### src/rtl/mips_run_ctrl.sv
// mips_run_ctrl: loads a program word-by-word into a byte-wide instruction
// memory, then starts the CPU and watches for end-of-program or a cycle limit.
// Load path: IDLE accepts a word, WRITE emits its 4 bytes little-endian.
// Run path: ARMED waits for run_req, RUN enables the CPU, DONE holds the result.
module mips_run_ctrl #(
  parameter int DEPTH_WORDS = 50
) (
  input  logic        clk,
  input  logic        rst_n,
  input  logic        load_valid,
  input  logic [31:0] load_data,
  input  logic        load_last,
  output logic        load_ready,
  input  logic        run_req,
  input  logic [15:0] max_cycles,
  input  logic [31:0] pc,
  output logic        im_we,
  output logic [7:0]  im_addr,
  output logic [7:0]  im_wdata,
  output logic        cpu_start,
  output logic        done,
  output logic        timeout,
  output logic        overflow,
  output logic [15:0] cycle_count,
  output logic [5:0]  word_count
);

  localparam logic [5:0] L_DEPTH = 6'(DEPTH_WORDS);

  typedef enum logic [2:0] {
    IDLE  = 3'd0,
    WRITE = 3'd1,
    ARMED = 3'd2,
    RUN   = 3'd3,
    DONE  = 3'd4
  } state_t;

  state_t      r_state;
  logic [31:0] r_data;
  logic        r_last;
  logic [1:0]  r_byte;
  logic        r_load_ready;
  logic        r_im_we;
  logic [7:0]  r_im_addr;
  logic [7:0]  r_im_wdata;
  logic        r_cpu_start;
  logic        r_done;
  logic        r_timeout;
  logic        r_overflow;
  logic [15:0] r_cycle_count;
  logic [5:0]  r_word_count;

  logic        w_full;
  logic [31:0] w_end_addr;
  logic        w_end_reached;
  logic [16:0] w_cc_inc;
  logic [15:0] w_cc_sat;
  logic        w_limit_hit;
  logic [5:0]  w_wc_inc;
  logic [1:0]  w_byte_nxt;

  // Little-endian byte lane select of a 32-bit word.
  function automatic logic [7:0] byte_sel(input logic [31:0] word, input logic [1:0] idx);
    logic [7:0] res;
    case (idx)
      2'd0:    res = word[7:0];
      2'd1:    res = word[15:8];
      2'd2:    res = word[23:16];
      2'd3:    res = word[31:24];
      default: res = 8'd0;
    endcase
    return res;
  endfunction

  // Derived conditions: memory full, end-of-program address, cycle arithmetic.
  always_comb begin
    w_full        = (r_word_count >= L_DEPTH);
    w_end_addr    = {24'd0, r_word_count, 2'b00};
    w_end_reached = (pc >= w_end_addr);
    w_cc_inc      = {1'b0, r_cycle_count} + 17'd1;
    w_cc_sat      = (r_cycle_count == 16'hFFFF) ? 16'hFFFF : w_cc_inc[15:0];
    // 17-bit compare so a saturated counter can never alias onto the limit
    w_limit_hit   = (max_cycles != 16'd0) && (w_cc_inc == {1'b0, max_cycles});
    w_wc_inc      = r_word_count + 6'd1;
    w_byte_nxt    = r_byte + 2'd1;
  end

  // Controller FSM; every output is a register updated with the state.
  always_ff @(posedge clk or negedge rst_n) begin
    if (!rst_n) begin
      r_state       <= IDLE;
      r_data        <= 32'd0;
      r_last        <= 1'b0;
      r_byte        <= 2'd0;
      r_load_ready  <= 1'b1;
      r_im_we       <= 1'b0;
      r_im_addr     <= 8'd0;
      r_im_wdata    <= 8'd0;
      r_cpu_start   <= 1'b0;
      r_done        <= 1'b0;
      r_timeout     <= 1'b0;
      r_overflow    <= 1'b0;
      r_cycle_count <= 16'd0;
      r_word_count  <= 6'd0;
    end else begin
      case (r_state)
        IDLE: begin
          if (load_valid && r_load_ready) begin
            r_data       <= load_data;
            r_last       <= load_last;
            r_byte       <= 2'd0;
            r_im_we      <= 1'b1;
            r_im_addr    <= {r_word_count, 2'b00};
            r_im_wdata   <= load_data[7:0];
            r_load_ready <= 1'b0;
            r_state      <= WRITE;
          end else if (load_valid && w_full) begin
            // word is dropped; only the sticky flag records it
            r_overflow <= 1'b1;
          end else begin
            r_load_ready <= ~w_full;
          end
        end
        WRITE: begin
          if (r_byte != 2'd3) begin
            r_byte     <= w_byte_nxt;
            r_im_addr  <= {r_word_count, w_byte_nxt};
            r_im_wdata <= byte_sel(r_data, w_byte_nxt);
          end else begin
            r_im_we      <= 1'b0;
            r_im_addr    <= 8'd0;
            r_im_wdata   <= 8'd0;
            r_byte       <= 2'd0;
            r_word_count <= w_wc_inc;
            if (r_last) begin
              r_load_ready <= 1'b0;
              r_state      <= ARMED;
            end else begin
              r_load_ready <= (w_wc_inc < L_DEPTH);
              r_state      <= IDLE;
            end
          end
        end
        ARMED: begin
          if (run_req) begin
            r_cycle_count <= 16'd0;
            r_cpu_start   <= 1'b1;
            r_state       <= RUN;
          end else begin
            r_cpu_start <= 1'b0;
          end
        end
        RUN: begin
          r_cycle_count <= w_cc_sat;
          // end-of-program wins over the cycle limit
          if (w_end_reached) begin
            r_cpu_start <= 1'b0;
            r_done      <= 1'b1;
            r_timeout   <= 1'b0;
            r_state     <= DONE;
          end else if (w_limit_hit) begin
            r_cpu_start <= 1'b0;
            r_done      <= 1'b1;
            r_timeout   <= 1'b1;
            r_state     <= DONE;
          end else begin
            r_cpu_start <= 1'b1;
          end
        end
        DONE: begin
          if (run_req) begin
            r_done        <= 1'b0;
            r_timeout     <= 1'b0;
            r_cycle_count <= 16'd0;
            r_cpu_start   <= 1'b1;
            r_state       <= RUN;
          end else begin
            r_done <= 1'b1;
          end
        end
        default: begin
          // illegal encoding: fall back to a quiet IDLE
          r_state      <= IDLE;
          r_im_we      <= 1'b0;
          r_cpu_start  <= 1'b0;
          r_load_ready <= ~w_full;
        end
      endcase
    end
  end

  assign load_ready  = r_load_ready;
  assign im_we       = r_im_we;
  assign im_addr     = r_im_addr;
  assign im_wdata    = r_im_wdata;
  assign cpu_start   = r_cpu_start;
  assign done        = r_done;
  assign timeout     = r_timeout;
  assign overflow    = r_overflow;
  assign cycle_count = r_cycle_count;
  assign word_count  = r_word_count;

endmodule

### config.mk
export PLATFORM = sky130hd
export DESIGN_NAME = mips_run_ctrl
export DESIGN_NICKNAME = d
export VERILOG_FILES = /design/src/rtl/mips_run_ctrl.sv
export SDC_FILE = /design/constraint.sdc
export NUM_CORES = 1
export LEC_CHECK = 0
export ABC_AREA = 1
export CORE_MARGIN = 2
export CORE_UTILIZATION = 43
export CTS_CLUSTER_SIZE = 16
export DETAILED_ROUTE_END_ITERATION = 10
export HOLD_SLACK_MARGIN = 0.02
export PLACE_DENSITY = 0.87
export SLEW_MARGIN = 5
export SYNTH_ARGS = -nofsm -noshare
export SYNTH_HDL_FRONTEND = slang
export SYNTH_SLANG_ARGS = --single-unit
### constraint.sdc
create_clock -name clk -period 2 [get_ports clk]
set_clock_uncertainty 0.2 [all_clocks]
set_input_delay 0.4 -clock clk [delete_from_list [all_inputs] [get_ports clk]]
set_output_delay 0.4 -clock clk [all_outputs]
set_load 0.1 [all_outputs]
==> results of run 1 <==
==> placed cells by master, fill, tap and decap left out, types with 2 or more instances in the layout <==
master           count
inv_1               50
dfrtp_4             16
o22ai_1              9
dfrtp_1             47
ha_4                 5
o21ai_0             35
nand3_1             40
nand4_1             10
buf_4               57
dfrtp_2              8
nor2_1              43
nand3_4              4
ha_1                 8
dlygate4sd2_1        3
a21oi_1             18
nand3_2              4
nand3b_1             5
clkinv_4             2
nor2_2               7
inv_4                4
clkbuf_8            11
nor4_1               3
clkdlybuf4s50_1     80
nor3_1               6
inv_2                5
nor2_4               4
clkinvlp_4           2
xor2_1               3
a22oi_1              3
nand2_4              2
nand2_1            228
nand2_2             17
inv_6                2
buf_12              46
==> worst max-delay path, cell delays in order (launching register included) <==
cell and delay [ns]:
dfrtp_4 0.45, nand2_1 0.15, nor2_4 0.21, nand3_1 0.12, nand2_2 0.09, nand2_1 0.06
nand2_1 0.06, nand2_1 0.04, nor2_1 0.10, nand2_1 0.08, nor2_2 0.14, nand2_2 0.12
nand3_4 0.14, nand2_1 0.07, nand2_1 0.06, nand2_1 0.05
==> layer usage <==
layer,vias up,routed length [um],GRT usage
met5,-,0,0
met4,0,264,0.0849
met3,28,881,0.0539
met2,182,7060,0.457
met1,2276,5570,0.304
li1,2340,-,-
==> where the power goes <==
part           internal (W)  switching, W  total, W
Combinational       0.00230       0.00400   0.00630
Clock              0.000653      0.000586   0.00124
Sequential          0.00208      0.000512   0.00259
Total               0.00503       0.00510    0.0101
==> path summary, 6_finish.rpt <==
kind	start	end	slack [ns]
max	cycle_count[7]	timeout	-0.26
min	r_data[16]	r_data[16]	0.28
max reg2reg	cycle_count[7]	timeout	-0.26
min reg2reg	r_data[16]	r_data[16]	0.28
max in group asynchronous	rst_n	cycle_count[3]	0.84
min in group asynchronous	rst_n	cycle_count[2]	0.38
==> cells by family (layout without fill, tap and decap cells) <==
family / count (synthesis) / count (layout) / synth area share
xor gates and xnor gates: 4 / 4 / 0.00807
AOI/OAI and AO/OA: 71 / 71 / 0.0899
adders and majority gates: 13 / 13 / 0.0375
buffers and inverters: 78 / 266 / 0.0692
and+or+nand+nor: 376 / 376 / 0.380
DFF: 72 / 72 / 0.415
==> registers in the layout, summed over array words and instances (netlist names) <==
register     cells
cpu_start        1
cycle_count     16
done             1
im_addr          7
im_wdata         8
im_we            1
load_ready       1
overflow         1
r_byte           1
r_data          24
r_last           1
r_state          3
timeout          1
word_count       6
==> metrics by stage <==
stage	hold slack, ns	worst slack, ns
after floorplan	-0.0956	-0.270
after global placement	0.253	-0.432
after detailed placement	0.260	-0.562
after CTS	0.282	-0.216
after global routing	0.303	-0.439
final	0.276	-0.265
==> cell type report <==
type	count	share of cell area
clock inverters	5	0.00900
repair buffers	188	0.309
multi-input cells	464	0.337
well taps	133	0.0235
flip-flops and latches	72	0.265
inverters	62	0.0355
clock buffers	11	0.0214
==> synthesized netlist by cell type (2+ instances only) <==
cell	instances	area (um^2)
a21oi_1	19	95.1
a22oi_1	3	22.5
buf_2	3	15.0
clkbuf_1	12	45.0
clkinv_1	2	7.51
dfrtp_1	71	1780
ha_1	13	163
inv_1	58	218
inv_2	2	7.51
nand2_1	236	886
nand2_2	11	68.8
nand3_1	44	220
nand3_2	3	30.0
nand3b_1	5	37.5
nand4_1	10	62.6
nor2_1	46	173
nor2_2	5	31.3
nor2_4	3	33.8
nor3_1	6	30.0
nor4_1	3	18.8
o21ai_0	36	180
o22ai_1	9	56.3
xor2_1	3	26.3
==> what timing repair did <==
action / in CTS / in global routing
endpoints found under the hold margin: 71 / 0
resized for setup: 11 / 11
buffers inserted: 2 / 0
pin swaps: 6 / 3
hold buffers: 1 / 0
setup endpoints to repair: 6 / 25
==> qor.csv, run 1 <==
metric,value,unit
final setup fails,6,
failing checks,negative setup slack,
Worst Setup End Kind,flop,
Buffers on Ports,128,
worst hold stages,2,
CTS tree,done,
maximum vdd drop,0.000709,V
Clock transition at path regs,0.09,ns
Pins Over Slew Limit,0,
Yosys reg bits,72,
Post-Synthesis Cells,614,
Tcrit/Tclk final,1.13,
vias,4826,
Root Buffer,clkbuf_8,
Starting Density,0.444,
Final WS setup,-0.265,ns
multi-input logic area,0.00239,mm^2
fin util,0.725,
initial antenna violation count,0,
total global-route track usage,0.255,
total grt overflow,0,
share of layout cells above drive strength 1,0.253,
"FFs w/ async S/R, synth",1.00,
yosys warns,0,
pin count of the biggest net entering global routing,73,
Reg2Reg Depth,15,
Post-Syn Area,0.00434,mm^2
Peak Freq,0.442,GHz
full die area,0.0109,mm^2
final worst path period need,2.26,ns
max cap viols,0,
core area,0.00977,mm^2
Starting DRT DRC Count,235,
Final #Nets,895,
hpwl dp,10500,um
die width,104,um
Layout area overhead,63.3,%
placed cell areas,0.00679,mm^2
final WL,13800,um
fin cells,935,
DRT antenna net count,0,
Worst Path Arrival,2.31,ns
drt wl/cell,14.7,um
number of synthesized flops with an enable pin,0,
worst-path maximum fanout,6,
clock sink count,72,
DR vias/cell,5.16,
ANT cells,0,
CTS buffer count,9,
register area,0.00188,mm^2
post-route cell area,0.00709,mm^2
Final Hold Viols,0,
part of the Yosys area used for sequential elements,0.415,
worst min-delay path class,reg -> reg,
DR DRC count,0,
DR pass1 iterations,5,
critical path class,reg -> reg,
crit path launch type,flop,
setup tns final,-1.37,ns
CP required,2.04,ns
first-pass GRT wire length,22700,um
gpl congestion,0.937,
worst slew pin tran,0.409,ns
vias in the first global route,4958,
Slew HR,0.725,
PnR Total Power,0.0101,W
Mapped Nets,712,
FILL cells,709,
row cnt,36,
# IOs,129,
P per Cell Area,1430,mW/mm^2
Worst-Skew Late Latency,0.36,ns
RSZ-0062 raised after global routing,true,
Bufs on Longest Clock Path,2,
DP Cell Count,916,
chip height,104,um
Lkg Pwr,3.29,nW
H-tree level count,3,
Cell variety after synth,34,
Main synth FF type,dfrtp_1,
run status,"complete, but fails checks",
mean cell area of the mapped netlist,7.07,um^2
No activity file was read; power rests on OpenSTA's default activity.
==> run 2: changes to the inputs <==
--- a/config.mk
+++ b/config.mk
@@ -6,12 +6,14 @@
 export NUM_CORES = 1
 export LEC_CHECK = 0
 export ABC_AREA = 1
+export CAP_MARGIN = 0
 export CORE_MARGIN = 2
 export CORE_UTILIZATION = 43
 export CTS_CLUSTER_SIZE = 16
 export DETAILED_ROUTE_END_ITERATION = 10
 export HOLD_SLACK_MARGIN = 0.02
 export PLACE_DENSITY = 0.87
+export SKIP_CTS_REPAIR_TIMING = 1
 export SLEW_MARGIN = 5
 export SYNTH_ARGS = -nofsm -noshare
 export SYNTH_HDL_FRONTEND = slang
==> run 2 against run 1 <==
  * Largest cell class unchanged
  * Combinational power fell by 0.8%
  * Cell area fell by 0.49%
  * Register-to-register slack improved by 0.04 ns
  * Power fell by 0.51%
  * Clock power barely moved
  * Worst hold slack barely moved
  * The run still ends with negative setup slack left
  * Global-route usage fell by 0.053 points
  * Count of clock-buffer cells in the layout did not move
  * Utilization fell by 0.36 points
  * Sequential share of layout area rose by 0.13 points
==> qor.csv, run 2 (synthesis gave the netlist of run 1 again) <==
metric,value,unit
share of layout cells above drive strength 1,0.248,
clock sink count,72,
"most common cell after layout, fill and taps aside",nand2_1,
Pins Over Slew Limit,0,
final worst path period need,2.22,ns
DR vias/cell,5.11,
PnR Total Power,0.0101,W
critical path class,reg -> reg,
Slew HR,0.724,
Root Buffer,clkbuf_8,
P per Cell Area,1430,mW/mm^2
most frequent cells in the layout,"nand2_1 (229), clkdlybuf4s50_1 (83), buf_4 (55)",
crit path launch type,flop,
H-tree level count,3,
first-pass GRT wire length,22700,um
hold_ws,0.277,ns
Tcrit/Tclk final,1.11,
max FFs per register,24,
failing checks,negative setup slack,
DR DRC count,0,
Worst-Skew Late Latency,0.36,ns
Clock transition at path regs,0.08,ns
CTS tree,done,
Layout area overhead,62.5,%
CP required,2.05,ns
total grt overflow,0,
initial antenna violation count,0,
CTS buffer count,9,
Buffers on Ports,128,
Final Hold Viols,0,
RSZ-0062 raised after global routing,true,
DR pass1 iterations,5,
Biggest register,r_data,
final setup fails,6,
core area,0.00977,mm^2
FILL cells,710,
Starting Density,0.444,
full die area,0.0109,mm^2
worst-path maximum fanout,6,
DRT antenna net count,0,
die width,104,um
ANT cells,0,
Worst Setup End Kind,flop,
Starting DRT DRC Count,244,
worst min-delay path class,reg -> reg,
Final #Nets,893,
Peak Freq,0.450,GHz
worst slew pin tran,0.411,ns
chip height,104,um
Final WS setup,-0.224,ns
Worst Path Arrival,2.27,ns
# IOs,129,
maximum vdd drop,0.000709,V
final WL,13600,um
Lkg Pwr,3.28,nW
vias in the first global route,4944,
pin count of the biggest net entering global routing,73,
register area,0.00188,mm^2
drt wl/cell,14.6,um
DP Worst Slack,-0.562,ns
max cap viols,0,
multi-input logic area,0.00237,mm^2
gpl congestion,0.937,
run status,"complete, but fails checks",
hpwl dp,10500,um
vias,4769,
Bufs on Longest Clock Path,2,
total global-route track usage,0.255,
row cnt,36,
-- run 2: power breakdown --
part | switching [W] | total [W] | internal [W] | leakage (nW)
combinational | 0.00397 | 0.00625 | 0.00228 | 2.28
sequential | 0.000511 | 0.00259 | 0.00208 | 0.891
clock | 0.000587 | 0.00124 | 0.000653 | 0.106
-- run 2: worst max-delay path, stage by stage (launching register included) --
cell	delay (ns)
dfrtp_4	0.44
ha_4	0.16
nand3_4	0.11
nor2_4	0.18
nand4_1	0.14
nand3_1	0.12
nand2_1	0.05
nor2_1	0.09
nand2_1	0.07
nor2_2	0.14
nand2_2	0.12
nand3_4	0.12
nand2_4	0.07
nand2_2	0.05
nand2_1	0.05
-- run 2: layout make-up --
| type | count | area share |
|---|---|---|
| multi-input combinational | 464 | 0.336 |
| inverter | 62 | 0.0353 |
| timing repair buffer | 186 | 0.309 |
| clock buffer | 11 | 0.0215 |
| sequential | 72 | 0.266 |
| clock inverter | 5 | 0.00905 |
| tap | 133 | 0.0236 |
-- run 2: routing by layer --
layer	track usage	vias to the layer above	wire (um)
li1	-	2332	-
met4	0.0820	0	231
met5	0	-	0
met1	0.306	2243	5520
met2	0.453	170	7040
met3	0.0545	24	829
-- run 2: stage by stage --
| stage | utilization | std cells | area [um^2] | setup TNS (ns) |
|---|---|---|---|---|
| floorplan | - | 614 | 4520 | -1.31 |
| global placement | 0.695 | 916 | 6790 | -2.31 |
| detailed placement | 0.695 | 916 | 6790 | -2.88 |
| CTS | 0.717 | 932 | 7010 | -1.41 |
| global route | 0.722 | 933 | 7050 | -2.25 |
| finish | 0.722 | 933 | 7050 | -1.25 |
-- run 2: final timing paths --
path                                    to  slack [ns]  depth (start not counted)           start
max in group asynchronous  cycle_count[10]        0.84                          3           rst_n
min reg2reg                     r_data[16]        0.28                          2      r_data[16]
max                             r_state[0]       -0.22                         14  cycle_count[1]
min in group asynchronous   cycle_count[2]        0.37                          3           rst_n
min                             r_data[16]        0.28                          2      r_data[16]
max reg2reg                     r_state[0]       -0.22                         14  cycle_count[1]
==> run 3: changes to the inputs <==
--- a/config.mk
+++ b/config.mk
@@ -7,7 +7,6 @@
 export LEC_CHECK = 0
 export ABC_AREA = 1
 export CAP_MARGIN = 0
-export CORE_MARGIN = 2
 export CORE_UTILIZATION = 43
 export CTS_CLUSTER_SIZE = 16
 export DETAILED_ROUTE_END_ITERATION = 10
==> run 3 against run 2 <==
  * The flow still finishes with violations (negative setup slack)
  * Global-route usage is 0.24 points higher
  * Routed wire length shrank 0.54%
  * Sequential share of layout area is 0.20 points lower
  * Clock power decreased by 3%
  * Power about the same
  * Highest routed layer unchanged
  * Combinational power grew 0.6%
==> qor.csv, run 3 (synthesis gave the netlist of run 1 again) <==
metric,value,unit
hold_ws,0.275,ns
share of layout cells above drive strength 1,0.252,
critical path class,reg -> reg,
final worst path period need,2.26,ns
total global-route track usage,0.257,
P per Cell Area,1420,mW/mm^2
full die area,0.0105,mm^2
CTS buffer count,9,
total grt overflow,0,
Tcrit/Tclk final,1.13,
worst-path maximum fanout,7,
Buffers on Ports,128,
Worst Path Arrival,2.30,ns
CP required,2.03,ns
run status,"complete, but fails checks",
DR vias/cell,5.16,
worst min-delay path class,in -> async,
initial antenna violation count,0,
"most common cell after layout, fill and taps aside",nand2_1,
final setup fails,6,
Lkg Pwr,3.31,nW
clock sink count,72,
worst slew pin tran,0.397,ns
vias,4845,
Worst Setup End Kind,flop,
Clock transition at path regs,0.08,ns
DRT antenna net count,0,
gpl congestion,0.922,
die width,102,um
PnR Total Power,0.0101,W
Biggest register,r_data,
Bufs on Longest Clock Path,2,
# IOs,129,
Pins Over Slew Limit,0,
Root Buffer,clkbuf_8,
final WL,13500,um
Starting Density,0.444,
Slew HR,0.734,
Peak Freq,0.442,GHz
vias in the first global route,4618,
maximum vdd drop,0.000738,V
CTS tree,done,
RSZ-0062 raised after global routing,true,
first-pass GRT wire length,20900,um
post-route cell area,0.00711,mm^2
core area,0.00977,mm^2
DR pass1 iterations,5,
Worst-Skew Late Latency,0.35,ns
DR DRC count,0,
Final #Nets,899,
placed cell areas,0.00681,mm^2
most frequent cells in the layout,"nand2_1 (230), clkdlybuf4s50_1 (82), buf_4 (59)",
max cap viols,0,
Layout area overhead,63.7,%
crit path launch type,flop,
hpwl dp,10500,um
row cnt,36,
ANT cells,0,
failing checks,negative setup slack,
drt wl/cell,14.4,um
Final Hold Viols,0,
Starting DRT DRC Count,262,
H-tree level count,3,
max FFs per register,24,
pin count of the biggest net entering global routing,40,
chip height,102,um
Final WS setup,-0.263,ns
==> run 3: cell count changes in the layout (fill, tap and decap cells not counted), sizes merged <==
cell,change
buf,+6
clkinv,+1
clkbuf,-1
clkdlybuf4s50,-1
dlymetal6s2s,+1
==> run 3: cell type report <==
class	instances	area (um^2)
Inverter	62	248
Sequential cell	72	1880
Fill cell	715	2670
Multi-Input combinational cell	464	2380
Timing Repair Buffer	192	2230
Clock buffer	10	138
Tap cell	133	166
Clock inverter	6	67.6
==> run 3: worst max-delay path, cell delays in order, from the launching register on <==
cell	delay, ns
dfrtp_4	0.51
buf_4	0.14
nand3_2	0.13
inv_4	0.08
nand2_2	0.07
nand2_1	0.06
nand2_1	0.09
nand2_1	0.07
nand2_1	0.06
nand2_1	0.08
nor2_2	0.11
nand2_1	0.07
nor2_2	0.09
nand2_2	0.09
nand3_4	0.10
nand2_1	0.06
nand2_1	0.06
nand2_1	0.05
==> run 3: routing by layer <==
| metal | global-route usage | part of all wire |
|---|---|---|
| met2 | 0.455 | 0.51 |
| met5 | 0 | 0 |
| met1 | 0.314 | 0.40 |
| met3 | 0.0479 | 0.067 |
| met4 | 0.0868 | 0.021 |
==> run 3: final timing paths <==
check                      slack (ns)        endpoint  depth (start not counted)            from
max                             -0.26         timeout                         17  cycle_count[0]
min                              0.27  cycle_count[2]                          2           rst_n
max reg2reg                     -0.26         timeout                         17  cycle_count[0]
min reg2reg                      0.28      r_data[14]                          2      r_data[14]
max in group asynchronous        0.66  cycle_count[8]                          3           rst_n
min in group clk                 0.28      r_data[14]                          2      r_data[14]
==> run 3: per-stage QoR <==
step	setup TNS [ns]	utilization	setup slack (ns)	cells
finish	-1.41	0.727	-0.263	939
detailed placement	-3.12	0.696	-0.578	918
global route	-2.19	0.727	-0.376	939
global placement	-2.33	0.696	-0.444	918
floorplan	-1.31	-	-0.270	614
CTS	-1.44	0.717	-0.264	934
==> run 3: power breakdown <==
part	switching (W)	total (W)	internal [W]	leakage (nW)
Sequential	0.000500	0.00258	0.00208	0.891
Combinational	0.00399	0.00629	0.00230	2.32
Clock	0.000585	0.00120	0.000615	0.0989
